**src/rtl/seq_scan_scheduler_if.sv**
```systemverilog
// Bus between the requesters and the shared serial pattern-detector scheduler.
// The scheduler takes the slave side; the requester side is the master.
interface seq_scan_scheduler_if #(
   parameter int NREQ   = 4,
   parameter int ID_W   = 2,
   parameter int WORD_W = 16,
   parameter int PAT_W  = 5,
   parameter int CNT_W  = 5
);
   logic                     cfg_we;
   logic [PAT_W-1:0]         cfg_pat;
   logic [NREQ-1:0]          req;
   logic [NREQ*WORD_W-1:0]   data;
   logic [NREQ-1:0]          gnt;
   logic                     busy;
   logic                     ser_bit;
   logic                     hit;
   logic                     done;
   logic [ID_W-1:0]          done_id;
   logic [CNT_W-1:0]         match_cnt;

   modport master (
      output cfg_we, cfg_pat, req, data,
      input  gnt, busy, ser_bit, hit, done, done_id, match_cnt
   );

   modport slave (
      input  cfg_we, cfg_pat, req, data,
      output gnt, busy, ser_bit, hit, done, done_id, match_cnt
   );
endinterface

```
**src/rtl/seq_scan_scheduler.sv**
```systemverilog
// Round-robin scheduler sharing one serial Mealy pattern detector among NREQ requesters;
// each granted word is shifted MSB-first and overlapping pattern matches are counted.
module seq_scan_scheduler #(
   parameter int             NREQ    = 4,
   parameter int             ID_W    = 2,
   parameter int             WORD_W  = 16,
   parameter int             PAT_W   = 5,
   parameter int             CNT_W   = 5,
   parameter logic [PAT_W-1:0] PAT_RST = 5'b10101
) (
   input logic                clk,
   input logic                reset,
   seq_scan_scheduler_if.slave bus
);
   localparam int KW = (WORD_W > 1) ? $clog2(WORD_W) : 1;

   typedef enum logic [1:0] {IDLE, GRANT, SHIFT, REPORT} state_t;

   state_t             state;
   logic [PAT_W-1:0]   pat;
   logic [ID_W-1:0]    ptr;
   logic [ID_W-1:0]    win_id;
   logic               found;
   logic [WORD_W-1:0]  word;
   logic [PAT_W-2:0]   hist;
   logic [KW-1:0]      k;
   logic [CNT_W-1:0]   cnt;
   logic [PAT_W-1:0]   win;
   logic               ser;
   logic               hit;
   logic [NREQ-1:0]    gnt_r;
   logic               busy_r;
   logic               done_r;
   logic [ID_W-1:0]    done_id_r;
   logic [CNT_W-1:0]   match_cnt_r;

   // Scan upward from the last winner so every requester gets a turn.
   always_comb begin
      win_id = ptr;
      found  = 1'b0;
      for (int i = 1; i <= NREQ; i++) begin
         if (!found && bus.req[(int'(ptr) + i) % NREQ]) begin
            found  = 1'b1;
            win_id = ID_W'((int'(ptr) + i) % NREQ);
         end
      end
   end

   assign ser = (state == SHIFT) ? word[WORD_W-1] : 1'b0;
   assign win = {hist, ser};
   // Mealy output: the window is only meaningful once PAT_W bits of this word have arrived.
   assign hit = (state == SHIFT) && (int'(k) >= PAT_W - 1) && (win == pat);

   always_ff @(posedge clk or negedge reset) begin
      if (!reset) begin
         state       <= IDLE;
         pat         <= PAT_RST;
         ptr         <= ID_W'(NREQ - 1);
         word        <= '0;
         hist        <= '0;
         k           <= '0;
         cnt         <= '0;
         gnt_r       <= '0;
         busy_r      <= 1'b0;
         done_r      <= 1'b0;
         done_id_r   <= '0;
         match_cnt_r <= '0;
      end else begin
         gnt_r  <= '0;
         done_r <= 1'b0;
         case (state)
            IDLE: begin
               if (bus.cfg_we) pat <= bus.cfg_pat;
               if (found) begin
                  state  <= GRANT;
                  ptr    <= win_id;
                  gnt_r  <= {{(NREQ-1){1'b0}}, 1'b1} << win_id;
                  busy_r <= 1'b1;
               end
            end
            GRANT: begin
               word  <= bus.data[ptr*WORD_W +: WORD_W];
               hist  <= '0;
               k     <= '0;
               cnt   <= '0;
               state <= SHIFT;
            end
            SHIFT: begin
               word <= word << 1;
               hist <= win[PAT_W-2:0];
               k    <= k + 1'b1;
               if (hit) cnt <= cnt + 1'b1;
               if (k == KW'(WORD_W - 1)) begin
                  state       <= REPORT;
                  done_r      <= 1'b1;
                  done_id_r   <= ptr;
                  match_cnt_r <= cnt + CNT_W'(hit);
               end
            end
            REPORT: begin
               state  <= IDLE;
               busy_r <= 1'b0;
            end
            default: state <= IDLE;
         endcase
      end
   end

   assign bus.gnt       = gnt_r;
   assign bus.busy      = busy_r;
   assign bus.ser_bit   = ser;
   assign bus.hit       = hit;
   assign bus.done      = done_r;
   assign bus.done_id   = done_id_r;
   assign bus.match_cnt = match_cnt_r;
endmodule

```
**src/flat_wrapper.sv**
```systemverilog
// flat-port wrapper written by rule: the top's interface ports become plain ports
module seq_scan_scheduler_flat 
#(
   parameter int             NREQ    = 4,
   parameter int             ID_W    = 2,
   parameter int             WORD_W  = 16,
   parameter int             PAT_W   = 5,
   parameter int             CNT_W   = 5,
   parameter logic [PAT_W-1:0] PAT_RST = 5'b10101
)
  (clk, reset, bus_cfg_we, bus_cfg_pat, bus_req, bus_data, bus_gnt, bus_busy, bus_ser_bit, bus_hit, bus_done, bus_done_id, bus_match_cnt);
  seq_scan_scheduler_if #(.NREQ(NREQ), .ID_W(ID_W), .WORD_W(WORD_W), .PAT_W(PAT_W), .CNT_W(CNT_W)) bus_i ();
  input logic clk;
  input logic reset;
  input wire logic [$bits(bus_i.cfg_we)-1:0] bus_cfg_we;
  input wire logic [$bits(bus_i.cfg_pat)-1:0] bus_cfg_pat;
  input wire logic [$bits(bus_i.req)-1:0] bus_req;
  input wire logic [$bits(bus_i.data)-1:0] bus_data;
  output wire logic [$bits(bus_i.gnt)-1:0] bus_gnt;
  output wire logic [$bits(bus_i.busy)-1:0] bus_busy;
  output wire logic [$bits(bus_i.ser_bit)-1:0] bus_ser_bit;
  output wire logic [$bits(bus_i.hit)-1:0] bus_hit;
  output wire logic [$bits(bus_i.done)-1:0] bus_done;
  output wire logic [$bits(bus_i.done_id)-1:0] bus_done_id;
  output wire logic [$bits(bus_i.match_cnt)-1:0] bus_match_cnt;
  assign bus_i.cfg_we = bus_cfg_we;
  assign bus_i.cfg_pat = bus_cfg_pat;
  assign bus_i.req = bus_req;
  assign bus_i.data = bus_data;
  assign bus_gnt = bus_i.gnt;
  assign bus_busy = bus_i.busy;
  assign bus_ser_bit = bus_i.ser_bit;
  assign bus_hit = bus_i.hit;
  assign bus_done = bus_i.done;
  assign bus_done_id = bus_i.done_id;
  assign bus_match_cnt = bus_i.match_cnt;
  seq_scan_scheduler #(.NREQ(NREQ), .ID_W(ID_W), .WORD_W(WORD_W), .PAT_W(PAT_W), .CNT_W(CNT_W), .PAT_RST(PAT_RST)) u_core (.clk(clk), .reset(reset), .bus(bus_i));
endmodule
```
**config.mk**
```make
export PLATFORM = sky130hd
export DESIGN_NAME = seq_scan_scheduler_flat
export DESIGN_NICKNAME = d
export VERILOG_FILES = /design/src/rtl/seq_scan_scheduler_if.sv /design/src/rtl/seq_scan_scheduler.sv /design/src/flat_wrapper.sv
export SDC_FILE = /design/constraint.sdc
export NUM_CORES = 1
export LEC_CHECK = 0
export CORE_UTILIZATION = 50
export CTS_CLUSTER_DIAMETER = 50
export CTS_CLUSTER_SIZE = 10
export DETAILED_ROUTE_END_ITERATION = 12
export GPL_TIMING_DRIVEN = 0
export PLACE_DENSITY = 0.86
export SETUP_SLACK_MARGIN = 0.4
export SLEW_MARGIN = 0
export SYNTH_ARGS = -nofsm -noshare
export SYNTH_HDL_FRONTEND = slang
export SYNTH_SLANG_ARGS = --single-unit
```
**constraint.sdc**
```tcl
create_clock -name clk -period 3.45 [get_ports clk]
set_input_delay 0.345 -clock clk [delete_from_list [all_inputs] [get_ports clk]]
set_output_delay 0.345 -clock clk [all_outputs]
set_load 0.02 [all_outputs]
```
After elaboration in Yosys (flattened, before gate mapping):

Index checks and enable logic that the tools add are counted.

* bits of input ports: 76
* output and inout port bits: 15
* bits in registers: 51
* word-level logic and storage cells: 94

* add/subtract/negate cells: 7
* muxes and demuxes: 35
* equality and inequality tests: 8
* shift-type cells: 2
* magnitude comparators: 5
* reduce and logical (&&, ||, !) cells: 21
* bitwise logic cells: 4

Operators with widths (number)
* $shiftx A64 B7 Y16: 1
* $pmux W16 S2: 1
* $lt A3 B4 Y1 const B: 4
* $mux W1: 16
* $pmux W4 S2: 2
* $mux W2: 6
* $reduce_and A2 Y1: 6
* $pmux W5 S2: 1
* $bmux W1 S2: 4
* $mux W4: 2
* $pmux W2 S4: 1
* $reduce_or A2 Y1: 4
* $add A5 B1 Y5: 1
* $add A5 B1 Y5 const B: 1
* $eq A5 B5 Y1: 1
* $logic_and A1 B1 Y1: 5
* $mux W5: 1
* $add A2 B1 Y2 const B: 2
* $add A2 B2 Y2 const B: 2
* $add A4 B1 Y4 const B: 1
* $and A1 B1 Y1 const A: 4
* $eq A2 B2 Y1 const B: 2
* $eq A4 B4 Y1 const B: 1
* $ge A4 B3 Y1 const B: 1
* 8 further kinds: 12

Longest topological paths before layout:

Gate-level depths: netlist (run 1).

* depth in word-level cells: 19
* gate-level depth with buffers: 12
* depth with buffers taken out: 11

Worst setup path before layout (run 1):

Ideal clock, no wire load.

* path kind: reg2reg
* start: register u_core.state[0]
* end: register u_core.match_cnt_r[4] (netlist: u_core.bus.match_cnt[4])
* buffers on the path: 1
* period minus slack after synthesis: 2.528 ns
* cell stages (with the launch flop): 13
* arrival: 2.445 ns
* required time: 3.367 ns
* library setup time: 0.083 ns
* slack: 0.922 ns
* path through: dfrtp_1 inv_1 ha_1 o21ai_1 or4_4 or2_0 buf_6 inv_1 ha_1 ha_1 nand3_1 xor2_1 o21ai_0

* longest elaborated chain between the ends: 5
* elaborated cells between the ends (all ways): 7
* those cells by class: add/sub (1); eq/ne (2); mux (1); reduce/logical (3)

RTL lines
* start: declaration: RTL line seq_scan_scheduler.sv:19 `state_t state;`
* start signal: assignment: RTL line seq_scan_scheduler.sv:56 `state <= IDLE;`
* start signal: assignment: RTL line seq_scan_scheduler.sv:75 `state <= GRANT;`
* start signal: assignment: RTL line seq_scan_scheduler.sv:86 `state <= SHIFT;`
* $eq A2 B2 Y1 (*): RTL line seq_scan_scheduler.sv:49, seq_scan_scheduler.sv:52
* $mux W1: RTL line seq_scan_scheduler.sv:49 `assign ser = (state == SHIFT) ? word[WORD_W-1] : 1'b0;`
* $eq A5 B5 Y1: RTL line seq_scan_scheduler.sv:52 `assign hit = (state == SHIFT) && (int'(k) >= PAT_W - 1) && (win == pat);`
* $logic_and A1 B1 Y1 (*): RTL line seq_scan_scheduler.sv:52
* net bus_hit: RTL line flat_wrapper.sv:22 `output wire logic [$bits(bus_i.hit)-1:0] bus_hit;`
* $add A5 B1 Y5 (*): RTL line seq_scan_scheduler.sv:97 `match_cnt_r <= cnt + CNT_W'(hit);`
* end signal: assignment: RTL line seq_scan_scheduler.sv:97
* end: declaration: RTL line seq_scan_scheduler.sv:35 `logic [CNT_W-1:0] match_cnt_r;`

Mark *: on every way through the listed nets, which the timed path passes. The rest lies on a longest branch.
A chain may end at the register's enable or synchronous reset.

Worst setup path after layout (run 1):

* start: register u_core.state[0]
* end: output bus_hit

* longest elaborated chain between the ends: 4
* elaborated cells between the ends (all ways): 5
* those cells by class: eq/ne (2); mux (1); reduce/logical (2)

RTL lines (RTL line)
* $eq A2 B2 Y1 (*): seq_scan_scheduler.sv:49, seq_scan_scheduler.sv:52
* $mux W1: seq_scan_scheduler.sv:49
* $eq A5 B5 Y1: seq_scan_scheduler.sv:52
* $logic_and A1 B1 Y1 (*): seq_scan_scheduler.sv:52
* end: declaration: flat_wrapper.sv:22

Mark *: on every way between the ends. The rest lies on a longest branch, timed or not.

==> results of run 1 <==
==> layout make-up <==
cell class,count,area share (%)
Multi-Input combinational cell,175,35.6
Sequential cell,51,32.7
Timing Repair Buffer,91,23.4
Tap cell,70,2.23
Clock buffer,7,1.95
Buffer,15,1.72
Inverter,17,1.63
Clock inverter,1,0.765
==> power by group through the flow <==
stage / clock, W / combinational [W] / sequential (W)
6_report: 0.000410 / 0.00139 / 0.000949
5_1_grt: 0.000439 / 0.00154 / 0.000975
4_1_cts: 0.000417 / 0.00139 / 0.000949
3_5_place_dp: 0 / 0.00138 / 0.000958
3_3_place_gp: 0 / 0.00135 / 0.000954
2_1_floorplan: 0 / 0.000995 / 0.000951
==> final timing paths <==
check,end,slack [ns],cells after the start
worst min register to register,u_core.bus.done_id[0]$_DFFE_PN0P_,0.48,2
max in group asynchronous,u_core.ptr[0]$_DFFE_PN1P_,2.83,2
worst max-delay path,bus_hit,0.83,8
worst max register to register,u_core.bus.match_cnt[4]$_DFFE_PN0P_,0.87,12
min in group clk,u_core.bus.done_id[0]$_DFFE_PN0P_,0.48,2
worst min-delay path,u_core.cnt[3]$_DFFE_PN0P_,0.01,1
==> cells by family (layout without fill, tap and decap cells) <==
| group | after synthesis | count (layout) | share of synthesized area [%] |
|---|---|---|---|
| buffers and inverters | 32 | 131 | 4.67 |
| muxes | 40 | 40 | 21.7 |
| xor gates and xnor gates | 8 | 8 | 2.49 |
| AOI/OAI and AO/OA | 49 | 49 | 10.1 |
| DFF | 51 | 51 | 45.6 |
| adders and majority gates | 9 | 9 | 4.01 |
| and+or+nand+nor | 69 | 69 | 11.4 |
==> routing by layer <==
metal	GRT usage (%)	up-vias	routed length, um
li1	-	1109	-
met1	29.2	1101	2590
met2	37.9	74	3070
met3	5.00	4	286
met4	3.96	0	31
met5	0	-	0
==> critical path: stages, from the launching register on <==
cell            delay (ns)
dfrtp_1               0.42
inv_1                 0.11
ha_1                  0.17
o21ai_1               0.08
or4_4                 0.54
or2_0                 0.23
buf_6                 0.14
inv_1                 0.07
dlymetal6s2s_1        0.22
==> cell usage in the layout, fill, tap and decap left out, drive strengths merged, types with 12 or more instances in the layout <==
master and count:
clkdlybuf4s50 88, dfrtp 46, nor2 23, o21ai 20
nand2 19, a21oi 18, inv 17, mux2i 17
mux4 16, clkbuf 15, nand3 12
==> cell usage after synthesis (all sizes together) (7+ instances only) <==
master,count
dfrtp,46
nor2,23
o21ai,20
nand2,19
a21oi,18
inv,17
mux2i,17
mux4,16
nand3,12
ha,9
clkbuf,8
buf,7
mux2,7
==> flip-flops by register name, indices dropped and copies added (netlist names) <==
name,cells
u_core.pat,5
u_core.hist,4
u_core.state,2
u_core.bus.done,1
u_core.cnt,5
u_core.ptr,2
u_core.k,4
u_core.bus.done_id,2
u_core.bus.match_cnt,5
u_core.bus.busy,1
u_core.bus.gnt,4
u_core.word,16
==> per-stage QoR <==
| step | std cells | setup slack (ns) | area, um^2 | hold WS (ns) |
|---|---|---|---|---|
| after global routing | 427 | 0.598 | 3920 | 0.0316 |
| after CTS | 427 | 0.433 | 3920 | 0.0226 |
| after floorplan | 258 | 0.922 | 2810 | 0.0494 |
| final | 427 | 0.826 | 3920 | 0.00952 |
| after detailed placement | 419 | 0.767 | 3810 | 0.351 |
| after global placement | 418 | 0.613 | 3800 | 0.461 |
==> repair_timing <==
action,4_1_cts,5_1_grt
hold buffers,0,0
resized for setup,0,1
endpoints found under the setup margin,0,1
==> reports/results.ini, run 1 <==
[clock_tree]
cts_root_buf=clkbuf_8
cts_buffers=5
post_cts_buffers=0
tritoncts=done
clkLatencyLatePin_ns=0.30
clk_pin_slew_ns=0.09
clkSinkCount=51
cts_max_level=2
clock_path_buffers=2

[cells_and_area]
finalNetCount=441
area_growth_pct=39.6
drive_above_1_share_pct=11.8
regArea_mm2=0.00128
fin_util_pct=74.5
multiInputGateArea_mm2=0.00140
num-fill-cells=377
n_antenna_cell=0

[power]
powerDensity_mw_per_mm2=700
combPwrFrac_pct=50.5
finalPower_w=0.00275
p_clk_share_pct=14.9
p_int_w=0.00171
p_seq_share_pct=34.6
switching_share_pct=37.8
ir_drop_uv=360
p_leak_nw=1.65
switchingPower_w=0.00104

[yosys]
synth_fp_nets=343
synth_seq_area_share_pct=45.6
synthesis.area_mm2=0.00281
yosys_warnings=0
synth_top_area_share_pct=40.9
async_flop_share_pct=100
synth.area.top_cells=dfrtp_1 (41%), mux4_2 (13%), mux2i_1 (6.1%)
synth_flop_cell=dfrtp_1
ys_ff_latch=51
avgSynthCellArea_um2=10.9
synth_edf_count=0
yosysTopAreaCell=dfrtp_1
ys_types=34
syn_inst=258

[floorplan]
core-area_mm2=0.00527
rows=26
dieHeight_um=77.0
boundaryPins=91
dieArea_mm2=0.00593
start_util_pct=53.3
die_w_um=77.0

[sta]
fin_skew_ns=0.00612
setup_viol=0
min_period_ns=2.62
setup_tns_ns=0
relSlewSlack_pct=58.0
rsz0062_at_grt=no
fin_crit_sh_pct=76.1
tightest_slew_ns=0.622
hold_violations=0
fmax_mhz=381
drv_slew=0

[worst_setup_path]
worstReg2RegStart=u_core.state[0]$_DFFE_PN0P_
startpoint=u_core.state[0]$_DFFE_PN0P_
cp.arrival_ns=2.28
worst-path-max-fanout=6
critPathKind=reg -> out
worstPathRequired_ns=3.11
cp-end-kind=primary output
startpoint_type=flip-flop

[grt]
antenna_found_initial=0
grt_pass1_wl_mm=10.3
grtUsageTotal_pct=22.2
first_global_vias=2287
grt_max_degree=30
grt_overflow_total=0

[drt]
vias_per_cell=5.36
vias=2288
drt_iter0_drc=116
routed_wl_mm=5.97
remaining_drc_errors=0
drt-pass1-iter-count=4
ant_nets=0
wl_per_cell_um=14.0

[flow_run]
drv_cap=0

[status]
status=finished, final reports clean

[placement]
place_congestion=0.822
hpwl_mm=4.68
port_buffers=90

[hold_path]
hold_path.class=in -> async

(Power assumes the default switching activity.)
==> run 2, diff against run 1 <==
--- a/config.mk
+++ b/config.mk
@@ -5,12 +5,12 @@
 export SDC_FILE = /design/constraint.sdc
 export NUM_CORES = 1
 export LEC_CHECK = 0
-export CORE_UTILIZATION = 50
+export CORE_UTILIZATION = 46
 export CTS_CLUSTER_DIAMETER = 50
 export CTS_CLUSTER_SIZE = 10
 export DETAILED_ROUTE_END_ITERATION = 12
 export GPL_TIMING_DRIVEN = 0
-export PLACE_DENSITY = 0.86
+export PLACE_DENSITY = 0.8
 export SETUP_SLACK_MARGIN = 0.4
 export SLEW_MARGIN = 0
 export SYNTH_ARGS = -nofsm -noshare
==> constraint.sdc (replaced) <==
create_clock -name clk -period 2.6 [get_ports clk]
set_input_delay 0.26 -clock clk [delete_from_list [all_inputs] [get_ports clk]]
set_output_delay 0.26 -clock clk [all_outputs]
set_load 0.02 [all_outputs]
==> run 2 against run 1 <==
Net effect:
- sequential power is 34% higher
- combinational power rose by 39%
- routed wire length grew 4.2%
- via count rose by 3.7%
- utilization down 5.6 points
- sequential share of layout area is 1.2 points lower
- global-route usage down 1.9 points
- critical path type unchanged
- critical endpoint unchanged
==> reports/results.ini, run 2 (synthesized netlist as in run 1, its figures left out) <==
[drt]
vias=2373  ; was 2,288
routed_wl_mm=6.22  ; was 5.97 mm
remaining_drc_errors=0  ; unchanged
ant_nets=0  ; unchanged
drt_iter0_drc=82  ; was 116
vias_per_cell=5.39  ; was 5.36
drt-pass1-iter-count=4  ; unchanged
wl_per_cell_um=14.1  ; was 14.0 um

[placement]
port_buffers=90  ; unchanged
dpl-instance-area_mm2=0.00386  ; was 0.00381 mm^2
place_congestion=0.768  ; was 0.822
hpwl_mm=4.67  ; was 4.68 mm
dpl.cell_count=424  ; was 419

[worst_setup_path]
worstPathRequired_ns=2.34  ; was 3.11 ns
worst-path-max-fanout=2  ; was 6
critPathKind=reg -> out  ; unchanged
cp-end-kind=primary output  ; unchanged
startpoint_type=flip-flop  ; unchanged
cp_top_family=simple AND/OR/NAND/NOR gates  ; unchanged
cp.arrival_ns=2.05  ; was 2.28 ns
crit_chain=inv_2, ha_4, o21ai_2, or4_4, or2_1, buf_6, clkinvlp_4, buf_6  ; was inv_1, ha_1, o21ai_1, or4_4, or2_0, buf_6, inv_1, dlymetal6s2s_1
critPathMaxStageDelay_ns=0.48  ; was 0.54 ns
crit_top_cell=buf_6  ; was inv_1
crit_slowest_cell=or4_4  ; unchanged
cp_num_buf_inv=4  ; unchanged

[cells_and_area]
design_area_mm2=0.00408  ; was 0.00392 mm^2
fin_cells=440  ; was 427
most-common-layout-cells=clkdlybuf4s50_1 (87), dfrtp_1 (46), nor2_1 (23)  ; was clkdlybuf4s50_1 (88), dfrtp_1 (46), nor2_1 (23)
finalNetCount=449  ; was 441
n_antenna_cell=0  ; unchanged
area_growth_pct=44.9  ; was 39.6%
fin_util_pct=68.8  ; was 74.5%
regMostFlops=u_core.word  ; unchanged
largest_reg_flops=16  ; unchanged
drive_above_1_share_pct=17.3  ; was 11.8%
final_common_cell=clkdlybuf4s50_1  ; unchanged

[grt]
busiest_layer=met2  ; unchanged
grtUsageMet3_pct=3.07  ; was 5.00%
grtUsageTotal_pct=20.3  ; was 22.2%
grt_max_degree=41  ; was 30
grt_overflow_total=0  ; unchanged
met2_usage_pct=36.7  ; was 37.9%
grt_use_met1_pct=25.0  ; was 29.2%
antenna_found_initial=0  ; unchanged
first_global_vias=2367  ; was 2,287
grt_pass1_wl_mm=10.1  ; was 10.3 mm

[sta]
fin_skew_ns=0.00646  ; was 0.00612 ns
whs_ns=0.374  ; was 0.00952 ns
setup_viol=0  ; unchanged
fin_crit_sh_pct=88.8
fmax_mhz=433
drv_slew=0  ; unchanged
min_period_ns=2.31
tightest_slew_ns=0.564  ; was 0.622 ns
hold_violations=0  ; unchanged
relSlewSlack_pct=61.9  ; was 58.0%
rsz0062_at_grt=yes  ; was no

[clock_tree]
clock_path_buffers=2  ; unchanged
cts_root_buf=clkbuf_8  ; unchanged
clk_pin_slew_ns=0.10  ; was 0.09 ns
cts_buffers=5  ; unchanged
cts_max_level=2  ; unchanged
clkSinkCount=51  ; unchanged
tritoncts=done  ; unchanged
clkLatencyLatePin_ns=0.30  ; about the same

[floorplan]
core-area_mm2=0.00592  ; was 0.00527 mm^2
die_w_um=80.2  ; was 77.0 um
dieArea_mm2=0.00643  ; was 0.00593 mm^2
dieHeight_um=80.2  ; was 77.0 um
rows=28  ; was 26
boundaryPins=91  ; unchanged
start_util_pct=47.5  ; was 53.3%

[power]
ir_drop_uv=497  ; was 360 uV
powerDensity_mw_per_mm2=930  ; was 700 mW/mm^2
p_leak_nw=1.69  ; was 1.65 nW

[hold_path]
hold_path.class=in -> async  ; unchanged

[status]
status=finished, final reports clean  ; unchanged

[flow_run]
drv_cap=0  ; unchanged

==> run 2: stage by stage <==
step	total power (W)	TNS, ns	setup WS, ns
floorplan	0.00259	0	0.293
global placement	0.00307	-8.87	-0.195
detailed placement	0.00315	0	0.0986
CTS	0.00380	0	0.256
global route	0.00406	0	0.177
finish	0.00379	0	0.290
==> run 2: final timing paths <==
path | from | endpoint | slack (ns) | depth (start not counted)
min reg2reg | u_core.bus.match_cnt[0]$_DFFE_PN0P_ | u_core.bus.match_cnt[0]$_DFFE_PN0P_ | 0.49 | 2
max in group asynchronous | reset | u_core.pat[0]$_DFFE_PN1P_ | 1.66 | 3
min in group clk | u_core.bus.match_cnt[0]$_DFFE_PN0P_ | u_core.bus.match_cnt[0]$_DFFE_PN0P_ | 0.49 | 2
min | reset | u_core.bus.match_cnt[1]$_DFFE_PN0P_ | 0.37 | 2
max | u_core.state[0]$_DFFE_PN0P_ | bus_hit | 0.29 | 8
max reg2reg | u_core.state[0]$_DFFE_PN0P_ | u_core.bus.match_cnt[4]$_DFFE_PN0P_ | 0.30 | 12
==> run 2: layout make-up <==
class | count | area, um^2
Buffer | 15 | 71.3
Clock inverter | 2 | 38.8
Fill cell | 475 | 1850
Sequential cell | 51 | 1280
Clock buffer | 6 | 82.6
Inverter | 17 | 67.6
Timing Repair Buffer | 99 | 982
Tap cell | 75 | 93.8
Multi-Input combinational cell | 175 | 1460
==> run 2: report_power, final <==
part	internal, W	leakage, nW	switching [W]
logic	0.000936	0.988	0.000997
registers	0.00109	0.635	0.000181
clock network	0.000317	0.0618	0.000267
total	0.00235	1.69	0.00144
==> run 2: per-layer routing <==
| metal | vias to the layer above | wire (um) |
|---|---|---|
| met5 | - | 0 |
| li1 | 1132 | - |
| met4 | 0 | 39 |
| met3 | 4 | 309 |
| met2 | 75 | 3330 |
| met1 | 1162 | 2540 |
==> run 2: what timing repair did <==
| item | CTS | global route |
|---|---|---|
| buffers inserted | 5 | 2 |
| gates resized for setup | 12 | 5 |
| hold endpoints to repair | 11 | 0 |
| pin swaps | 4 | 6 |
| gates cloned | 0 | 0 |
| hold buffers | 1 | 0 |
| endpoints found under the setup margin | 6 | 6 |
==> run 3, diff against run 2 <==
--- a/config.mk
+++ b/config.mk
@@ -5,6 +5,8 @@
 export SDC_FILE = /design/constraint.sdc
 export NUM_CORES = 1
 export LEC_CHECK = 0
+export CAP_MARGIN = 20
+export CORE_MARGIN = 2
 export CORE_UTILIZATION = 46
 export CTS_CLUSTER_DIAMETER = 50
 export CTS_CLUSTER_SIZE = 10
==> run 3 against run 2 <==
Net effect:
- non-clock buffer count down 2
- largest power group unchanged
- die area up 5.1%
- sequential power about the same
- final area down 1.1%
- highest routed layer unchanged
- total power down 1.8%
- sequential cell count unchanged
- combinational power about the same
- clock-buffer cell count up 1
- register-to-register slack about the same
==> reports/results.ini, run 3 (synthesized netlist as in run 1, its figures left out) <==
[floorplan]
start_util_pct=47.5  ; unchanged
core-area_mm2=0.00592  ; unchanged
dieHeight_um=82.2  ; was 80.2 um
rows=28  ; unchanged
boundaryPins=91  ; unchanged
dieArea_mm2=0.00675  ; was 0.00643 mm^2
die_w_um=82.2  ; was 80.2 um

[drt]
drt-pass1-iter-count=4  ; unchanged
ant_nets=0  ; unchanged
drt_iter0_drc=103  ; was 82
vias=2313  ; was 2,373
routed_wl_mm=6.46  ; was 6.22 mm
remaining_drc_errors=0  ; unchanged
vias_per_cell=5.28  ; was 5.39
wl_per_cell_um=14.8  ; was 14.1 um

[sta]
min_period_ns=2.30  ; was 2.31 ns
rsz0062_at_grt=yes  ; unchanged
relSlewSlack_pct=60.3  ; was 61.9%
hold_violations=0  ; unchanged
setup_viol=0  ; unchanged
whs_ns=0.380  ; was 0.374 ns
tightest_slew_ns=0.595  ; was 0.564 ns
fin_crit_sh_pct=88.3  ; was 88.8%
drv_slew=0  ; unchanged
fmax_mhz=435  ; was 433 MHz
fin_skew_ns=0.00593  ; was 0.00646 ns

[power]
p_clk_share_pct=14.5  ; was 15.4%
p_seq_share_pct=34.0  ; was 33.6%
switchingPower_w=0.00141  ; was 0.00144 W
powerDensity_mw_per_mm2=923  ; was 930 mW/mm^2
ir_drop_uv=467  ; was 497 uV
p_int_w=0.00231  ; was 0.00235 W
switching_share_pct=38.0  ; was 38.1%
combPwrFrac_pct=51.5  ; was 51.0%
p_leak_nw=1.66  ; was 1.69 nW

[hold_path]
hold_path.class=in -> async  ; unchanged

[worst_setup_path]
worst-path-max-fanout=2  ; unchanged
critPathMaxStageDelay_ns=0.55  ; was 0.48 ns
crit_slowest_cell=dfstp_2  ; was or4_4
worstPathRequired_ns=2.34  ; about the same
crit_chain=xor2_1, or4_4, or2_1, buf_6, clkinvlp_4, buf_4  ; was inv_2, ha_4, o21ai_2, or4_4, or2_1, buf_6, clkinvlp_4, buf_6
critPathKind=reg -> out  ; unchanged
cp_num_buf_inv=3  ; was 4
cp_top_family=simple AND/OR/NAND/NOR gates  ; unchanged
cp-end-kind=primary output  ; unchanged
crit_cells=6  ; was 8
rr_worst_depth=10  ; was 12
startpoint_type=flip-flop  ; unchanged
cp.arrival_ns=2.04  ; was 2.05 ns

[placement]
hpwl_mm=4.93  ; was 4.67 mm
place_congestion=0.799  ; was 0.768
dpl.cell_count=424  ; unchanged
port_buffers=90  ; unchanged

[grt]
grt_overflow_total=0  ; unchanged
antenna_found_initial=0  ; unchanged
grt_pass1_wl_mm=10.2  ; was 10.1 mm
grtUsageTotal_pct=19.8  ; was 20.3%
grt_max_degree=41  ; unchanged
first_global_vias=2268  ; was 2,367

[status]
status=finished, final reports clean  ; unchanged

[flow_run]
drv_cap=0  ; unchanged

[clock_tree]
cts_root_buf=clkbuf_8  ; unchanged
clock_path_buffers=2  ; unchanged
clk_pin_slew_ns=0.09  ; was 0.10 ns
cts_buffers=5  ; unchanged
tritoncts=done  ; unchanged
clkSinkCount=51  ; unchanged
clkLatencyLatePin_ns=0.30  ; about the same
cts_max_level=2  ; unchanged

[cells_and_area]
area_growth_pct=43.3  ; was 44.9%
final_common_cell=clkdlybuf4s50_1  ; unchanged
largest_reg_flops=16  ; unchanged
fin_cells=438  ; was 440
regMostFlops=u_core.word  ; unchanged
finalNetCount=447  ; was 449
n_antenna_cell=0  ; unchanged
most-common-layout-cells=clkdlybuf4s50_1 (87), dfrtp_1 (46), nor2_1 (23)  ; unchanged
drive_above_1_share_pct=15.4  ; was 17.3%

[run 3: path summary, 6_finish.rpt]
path	start	slack [ns]	endpoint
max	u_core.pat[0]$_DFFE_PN1P_	0.30	bus_hit
min	reset	0.38	u_core.bus.match_cnt[2]$_DFFE_PN0P_
max reg2reg	u_core.pat[0]$_DFFE_PN1P_	0.31	u_core.bus.match_cnt[4]$_DFFE_PN0P_
min reg2reg	u_core.bus.match_cnt[0]$_DFFE_PN0P_	0.48	u_core.bus.match_cnt[0]$_DFFE_PN0P_
max in group asynchronous	reset	1.65	u_core.pat[4]$_DFFE_PN1P_
min in group clk	u_core.bus.match_cnt[0]$_DFFE_PN0P_	0.48	u_core.bus.match_cnt[0]$_DFFE_PN0P_
[run 3: area by class of cell]
cell class | instances | area, um^2
Buffer | 15 | 71.3
Clock buffer | 7 | 76.3
Clock inverter | 1 | 30.0
Fill cell | 486 | 1890
Inverter | 17 | 67.6
Multi-Input combinational cell | 175 | 1440
Sequential cell | 51 | 1280
Tap cell | 75 | 93.8
Timing Repair Buffer | 97 | 963
[run 3: power groups by stage]
stage          clock network, W  registers [W]  logic [W]
2_1_floorplan                 0        0.00126    0.00132
4_1_cts                0.000552        0.00126    0.00190
5_1_grt                0.000584        0.00130    0.00213
3_5_place_dp                  0        0.00128    0.00186
6_report               0.000540        0.00127    0.00191
3_3_place_gp                  0        0.00127    0.00180
[run 3: repair_timing]
action                     4_1_cts  5_1_grt
setup buffers                    3        2
hold buffers                     1        0
setup endpoints to repair        6        6
hold endpoints to repair        11        0
pin swaps                        2        2
resized for setup                8        4
[run 3: per-layer routing]
metal | vias up | GRT usage, % | share of wire, %
li1 | 1125 | - | -
met1 | 1113 | 25.3 | 43
met2 | 71 | 34.4 | 51
met3 | 4 | 3.80 | 5.5
met4 | 0 | 5.00 | 0.94
met5 | - | 0 | 0
[run 3: through the flow]
step	setup slack, ns	power [W]	util [%]	TNS [ns]	cell area (um^2)
6_report	0.303	0.00372	68.0	0	4030
3_3_place_gp	-0.200	0.00307	64.9	-9.12	3840
2_1_floorplan	0.293	0.00259	-	0	2850
4_1_cts	0.302	0.00371	67.5	0	4000
3_5_place_dp	0.0817	0.00314	65.2	0	3860
5_1_grt	0.234	0.00401	68.0	0	4030
[run 3: worst reg2reg max path, delay by kind of cell, from the launching register on]
kind / cells / cell delay (ns)
simple gates: 3 / 0.85
flops: 1 / 0.55
fa+ha+maj: 2 / 0.28
xor+xnor: 2 / 0.22
buf+inv: 2 / 0.21
compound gates: 1 / 0.11
